File: src/rtl/scr1_tapc_dr_shift_update.sv
`default_nettype none
// ---------------------------------------------------------------------------
// scr1_tapc_dr_shift_update : JTAG DR stage with shadow update register,
// runtime length/direction and shift-count-validated commit.  Rev 1.0
// ---------------------------------------------------------------------------
module scr1_tapc_dr_shift_update #(
  parameter int                    SCR1_WIDTH           = 32,
  parameter logic [SCR1_WIDTH-1:0] SCR1_RESET_VALUE     = '0,
  parameter logic [SCR1_WIDTH-1:0] SCR1_UPD_RESET_VALUE = '0,
  parameter bit                    SCR1_STRICT_LEN      = 1'b1,
  parameter int                    SCR1_LEN_W           = $clog2(SCR1_WIDTH+1)
) (
  input  logic                  clk,
  input  logic                  rst_n,
  input  logic                  fsm_dr_select,
  input  logic                  fsm_dr_capture,
  input  logic                  fsm_dr_shift,
  input  logic                  fsm_dr_update,
  input  logic [SCR1_LEN_W-1:0] cfg_len,
  input  logic                  cfg_msb_first,
  input  logic                  din_serial,
  input  logic [SCR1_WIDTH-1:0] din_parallel,
  output logic                  dout_serial,
  output logic [SCR1_WIDTH-1:0] dout_parallel,
  output logic [SCR1_WIDTH-1:0] upd_data,
  output logic                  upd_valid,
  output logic                  upd_err,
  output logic [SCR1_LEN_W:0]   shift_cnt
);

  localparam logic [SCR1_LEN_W-1:0] WIDTH_L = SCR1_LEN_W'(SCR1_WIDTH);

  typedef enum logic [1:0] {
    ST_IDLE     = 2'd0,
    ST_CAPTURED = 2'd1,
    ST_SHIFTING = 2'd2
  } state_e;

  state_e                  state_q, state_d;
  logic [SCR1_WIDTH-1:0]   sr_q, sr_d;
  logic [SCR1_WIDTH-1:0]   upd_data_q, upd_data_d;
  logic                    upd_valid_q, upd_valid_d;
  logic                    upd_err_q, upd_err_d;
  logic [SCR1_LEN_W:0]     shift_cnt_q, shift_cnt_d;
  logic [SCR1_LEN_W-1:0]   len_q, len_d;
  logic                    msb_q, msb_d;

  logic [SCR1_LEN_W-1:0]   len_eff;
  logic [SCR1_WIDTH-1:0]   sr_up;
  logic [SCR1_WIDTH-1:0]   sr_dn;
  logic [SCR1_WIDTH-1:0]   len_mask;
  logic                    top_bit;

  // Out-of-range or zero length selects the full register.
  assign len_eff = ((cfg_len == '0) || (cfg_len > WIDTH_L)) ? WIDTH_L : cfg_len;

  assign sr_up = {sr_q[SCR1_WIDTH-2:0], din_serial};
  assign sr_dn = {din_serial, sr_q[SCR1_WIDTH-1:1]};

  always_comb begin
    len_mask = '0;
    top_bit  = sr_q[0];
    for (int i = 0; i < SCR1_WIDTH; i++) begin
      len_mask[i] = (i < int'(len_q));
      if (i == int'(len_q) - 1) begin
        top_bit = sr_q[i];
      end
    end
  end

  assign dout_serial   = msb_q ? top_bit : sr_q[0];
  assign dout_parallel = sr_q;
  assign upd_data      = upd_data_q;
  assign upd_valid     = upd_valid_q;
  assign upd_err       = upd_err_q;
  assign shift_cnt     = shift_cnt_q;

  always_comb begin
    state_d     = state_q;
    sr_d        = sr_q;
    upd_data_d  = upd_data_q;
    upd_valid_d = 1'b0;
    upd_err_d   = 1'b0;
    shift_cnt_d = shift_cnt_q;
    len_d       = len_q;
    msb_d       = msb_q;

    if (fsm_dr_select) begin
      if (fsm_dr_capture) begin
        sr_d        = din_parallel;
        shift_cnt_d = '0;
        len_d       = len_eff;
        msb_d       = cfg_msb_first;
        state_d     = ST_CAPTURED;
      end else if (fsm_dr_shift) begin
        // Only the low len_q bits move; the upper bits keep their value.
        for (int i = 0; i < SCR1_WIDTH; i++) begin
          if (len_mask[i]) begin
            if (msb_q) begin
              sr_d[i] = sr_up[i];
            end else if (i == int'(len_q) - 1) begin
              sr_d[i] = din_serial;
            end else begin
              sr_d[i] = sr_dn[i];
            end
          end
        end
        if (shift_cnt_q != '1) begin
          shift_cnt_d = shift_cnt_q + 1'b1;
        end
        if (state_q != ST_IDLE) begin
          state_d = ST_SHIFTING;
        end
      end else if (fsm_dr_update) begin
        if (state_q == ST_IDLE) begin
          upd_err_d = 1'b1;
        end else if (SCR1_STRICT_LEN && (shift_cnt_q != {1'b0, len_q})) begin
          upd_err_d = 1'b1;
          state_d   = ST_IDLE;
        end else begin
          upd_data_d  = sr_q & len_mask;
          upd_valid_d = 1'b1;
          state_d     = ST_IDLE;
        end
      end
    end
  end

  always_ff @(posedge clk) begin
    if (!rst_n) begin
      state_q     <= ST_IDLE;
      sr_q        <= SCR1_RESET_VALUE;
      upd_data_q  <= SCR1_UPD_RESET_VALUE;
      upd_valid_q <= 1'b0;
      upd_err_q   <= 1'b0;
      shift_cnt_q <= '0;
      len_q       <= WIDTH_L;
      msb_q       <= 1'b0;
    end else begin
      state_q     <= state_d;
      sr_q        <= sr_d;
      upd_data_q  <= upd_data_d;
      upd_valid_q <= upd_valid_d;
      upd_err_q   <= upd_err_d;
      shift_cnt_q <= shift_cnt_d;
      len_q       <= len_d;
      msb_q       <= msb_d;
    end
  end

endmodule
`default_nettype wire

File: config.mk
export PLATFORM = sky130hd
export DESIGN_NAME = scr1_tapc_dr_shift_update
export DESIGN_NICKNAME = d
export VERILOG_FILES = /design/src/rtl/scr1_tapc_dr_shift_update.sv
export SDC_FILE = /design/constraint.sdc
export NUM_CORES = 1
export LEC_CHECK = 0
export BUFFER_PORTS_ARGS = -buffer_cell sky130_fd_sc_hd__buf_2
export CAP_MARGIN = 20
export CELL_PAD_IN_SITES_DETAIL_PLACEMENT = 1
export CELL_PAD_IN_SITES_GLOBAL_PLACEMENT = 1
export CORE_ASPECT_RATIO = 1.2
export CORE_MARGIN = 2
export CORE_UTILIZATION = 36
export DETAILED_ROUTE_END_ITERATION = 10
export PLACE_DENSITY = 0.83
export SLEW_MARGIN = 10
export SYNTH_ARGS = -nofsm -noshare
export SYNTH_HDL_FRONTEND = slang
export SYNTH_SLANG_ARGS = --single-unit
File: constraint.sdc
create_clock -name clk -period 2.3 [get_ports clk]
set_clock_uncertainty 0.15 [all_clocks]
set_input_delay 0.46 -clock clk [delete_from_list [all_inputs] [get_ports clk]]
set_output_delay 0.46 -clock clk [all_outputs]
set_load 0.05 [all_outputs]
==> impl_metrics.tcl <==
set metrics [dict create \
    nFillCells 1927 \
    crit_slowest_cell "or3_4" \
    cts_tree "built" \
    grt_max_degree 80 \
    ys_ff_latch 82 \
    worst_path_largest_cell_delay_ns 0.40 \
    irDropWorstVdd_v 0.000423 \
    violations "negative setup slack" \
    syn_nets 773 \
    min_period_over_period_pct 127 \
    final_util_pct 51.7 \
    preCtsSetupSlack_ns -0.348 \
    grt-ovfl-total 0 \
    worstHoldPathType "in -> reg" \
    die_w_um 116 \
    rsz0062_at_grt "yes" \
    cp_data_arrival_time_ns 2.30 \
    cts-root-buf "clkbuf_16" \
    power_density_mw_per_mm2 545 \
    async_flop_share_pct 0 \
    start_util_pct 36.4 \
    critPathMaxFanout 7 \
    core-area_mm2 0.0148 \
    dr.pass1.iters 5 \
    fin_nets 973 \
    r2r_slack_ns -0.01 \
    yosysSeqAreaShare_pct 30.4 \
    numPlacedInstances 1101 \
    instances_no_fill 1135 \
    setup_viol 3 \
    clk_latency_ns 0.37 \
    crit_path_end_kind "output port" \
    synth.cell_area_mm2 0.00540 \
    power.total_mw 4.18 \
    max_freq_mhz 344 \
    grt_pass1_wl_mm 39.5 \
    report.final.slew_viol_count 0 \
    min_period_ns 2.91 \
    clock-sinks 82 \
    drc 0 \
    vias_per_cell 6.07 \
    fp.dieH_um 138 \
    n_antenna_cell 0 \
    tns_ns -0.627 \
    syn_inst 726 \
    min_from "din_parallel[16]" \
    htreeDepth 3 \
    worstMarginPinSlew_ns 0.552 \
    cp-start-kind "register" \
    slew_headroom_pct 63.1 \
    crit_path_start "len_q[5]" \
    wirelength_mm 26.2 \
    r2r-start "len_q[2]" \
    synth_edf_count 0 \
    clk_pin_slew_ns 0.06 \
    cts_buffer_depth 2 \
    synth_ff_type "dfxtp_1" \
    hold_viol 0 \
    num_vias 6884 \
    p_leak_nw 3.15 \
    drt_iter0_markers 572 \
    routedWlPerCell_um 23.1 \
    place_hpwl_mm 18.1 \
    grt_pass1_vias 7049 \
    yosys_warnings 0 \
    antenna_found_initial 0 \
    ys_types 71 \
    io_pins 120 \
    path_cells "or3_4, buf_6, nor4_4, o311a_1, nor4_4, o31ai_4, buf_6" \
    place.gp.congestion 0.992 \
    drive_gt1_share_pct 34.7 \
    crit_required_ns 1.69 \
    syn_avg_cell_area_um2 7.44 \
    io_buffer_count 119 \
    num_rows 49 \
    area_growth_pct 42.2 \
    grtUsageTotal_pct 31.9 \
    cts_hold_buf 0 \
    ant_nets 0 \
    critPathKind "reg -> out" \
    dieArea_mm2 0.0160 \
    numCtsBuffers 9 \
    status "finished, violations left" \
    max_cap_violations 0 \
    fin_ws_ns -0.610 \
]
==> per-stage QoR <==
| stage | hold WS, ns | instance area [µm²] |
|---|---|---|
| 6_report | 0.223 | 7680 |
| 4_1_cts | 0.226 | 7440 |
| 5_1_grt | 0.245 | 7680 |
| 3_3_place_gp | 0.295 | 6990 |
| 2_1_floorplan | 0.307 | 5450 |
| 3_5_place_dp | 0.302 | 6990 |
==> cell families after synthesis <==
kind of cell,Yosys count,synth area share (%)
compound gates,278,33.8
simple gates,260,24.9
buf+inv,83,6.79
flops,82,30.4
mux,13,2.46
xor+xnor,9,1.46
fa+ha+maj,1,0.232
==> layer usage <==
| layer | part of all wire [%] | vias to the layer above | wire length (µm) | track usage (%) |
|---|---|---|---|---|
| met5 | 0 | - | 0 | 0 |
| met4 | 6.7 | 0 | 1770 | 20.9 |
| met3 | 7.3 | 130 | 1920 | 5.48 |
| met2 | 47 | 361 | 12300 | 51.8 |
| met1 | 39 | 3306 | 10200 | 38.3 |
| li1 | - | 3087 | - | - |
==> layout by cell type, fill, tap and decap left out, types with 3 or more instances in the layout <==
cell / Yosys / routed
or3_1: 4 / 3
nand2b_1: 5 / 4
nor2_1: 50 / 48
a31oi_1: 12 / 12
nand3b_1: 3 / 3
mux2i_1: 11 / 11
dfxtp_4: 0 / 4
buf_4: 6 / 125
o221ai_1: 12 / 10
o21a_1: 4 / 4
buf_2: 20 / 118
nor2b_1: 12 / 12
clkbuf_16: 0 / 12
o211ai_1: 10 / 10
nor3_1: 8 / 6
a21oi_1: 75 / 75
nand3_1: 58 / 57
inv_1: 10 / 10
nand4bb_1: 3 / 3
nand2_1: 77 / 77
xnor2_1: 3 / 3
a311oi_1: 18 / 17
a21o_1: 6 / 6
xor2_1: 6 / 6
o21ai_0: 63 / 61
o2111a_1: 4 / 4
dfxtp_1: 82 / 77
buf_6: 1 / 8
a21boi_1: 1 / 25
a21boi_0: 38 / 12
o22ai_1: 5 / 5
buf_12: 0 / 7
nor3b_1: 9 / 9
and2_1: 6 / 6
==> where the power goes <==
| part | switching [mW] | internal (mW) |
|---|---|---|
| combinational | 0.681 | 0.376 |
| clock | 0.644 | 0.950 |
| sequential | 0.0573 | 1.47 |
| total | 1.38 | 2.80 |
==> synth_stat cells (11+ instances only) <==
cell	number	share of area (%)
a21boi_0	38	5.3
nor2b_1	12	1.4
mux2i_1	11	2.0
nor2_1	50	3.5
o221ai_1	12	1.9
o21ai_0	63	5.8
dfxtp_1	82	30
a311oi_1	18	2.9
clkbuf_1	44	3.1
a31oi_1	12	1.4
a21oi_1	75	7.0
nand2_1	77	5.4
buf_2	20	1.9
nand3_1	58	5.4
==> critical path: cells and delay by family, from the launching register on <==
family	cells	cell delay, ns
AND/OR/NAND/NOR	3	0.65
AO/OA/AOI/OAI	2	0.55
flip-flops	1	0.38
buffers and inverters	2	0.35
==> flip-flops by register name, indices dropped and copies added, names as in the netlist <==
| register | count |
|---|---|
| dout_parallel | 32 |
| upd_data | 32 |
| shift_cnt | 7 |
| len_q | 6 |
| state_q | 2 |
| msb_q | 1 |
| upd_err | 1 |
| upd_valid | 1 |
==> worst paths after layout <==
kind,to,depth (start not counted)
setup / recovery,dout_serial,7
hold / removal,dout_parallel[16],3
setup reg to reg,upd_data[20],8
hold reg to reg,upd_data[5],2
==> cell type report <==
class | count | area (µm²) | area share [%]
inverter | 11 | 41.3 | 0.538
multi-input combinational | 561 | 3580 | 46.6
tap | 204 | 255 | 3.32
timing repair buffer | 261 | 1830 | 23.9
clock inverter | 5 | 78.8 | 1.03
clock buffer | 11 | 233 | 3.03
sequential | 82 | 1660 | 21.6
==> repair_timing <==
action,in CTS,in global routing
cloned,0,4
setup buffers,11,4
pin swaps,11,19
setup endpoints to repair,10,30
gates resized for setup,25,54
No activity file was read; power rests on OpenSTA's default activity.
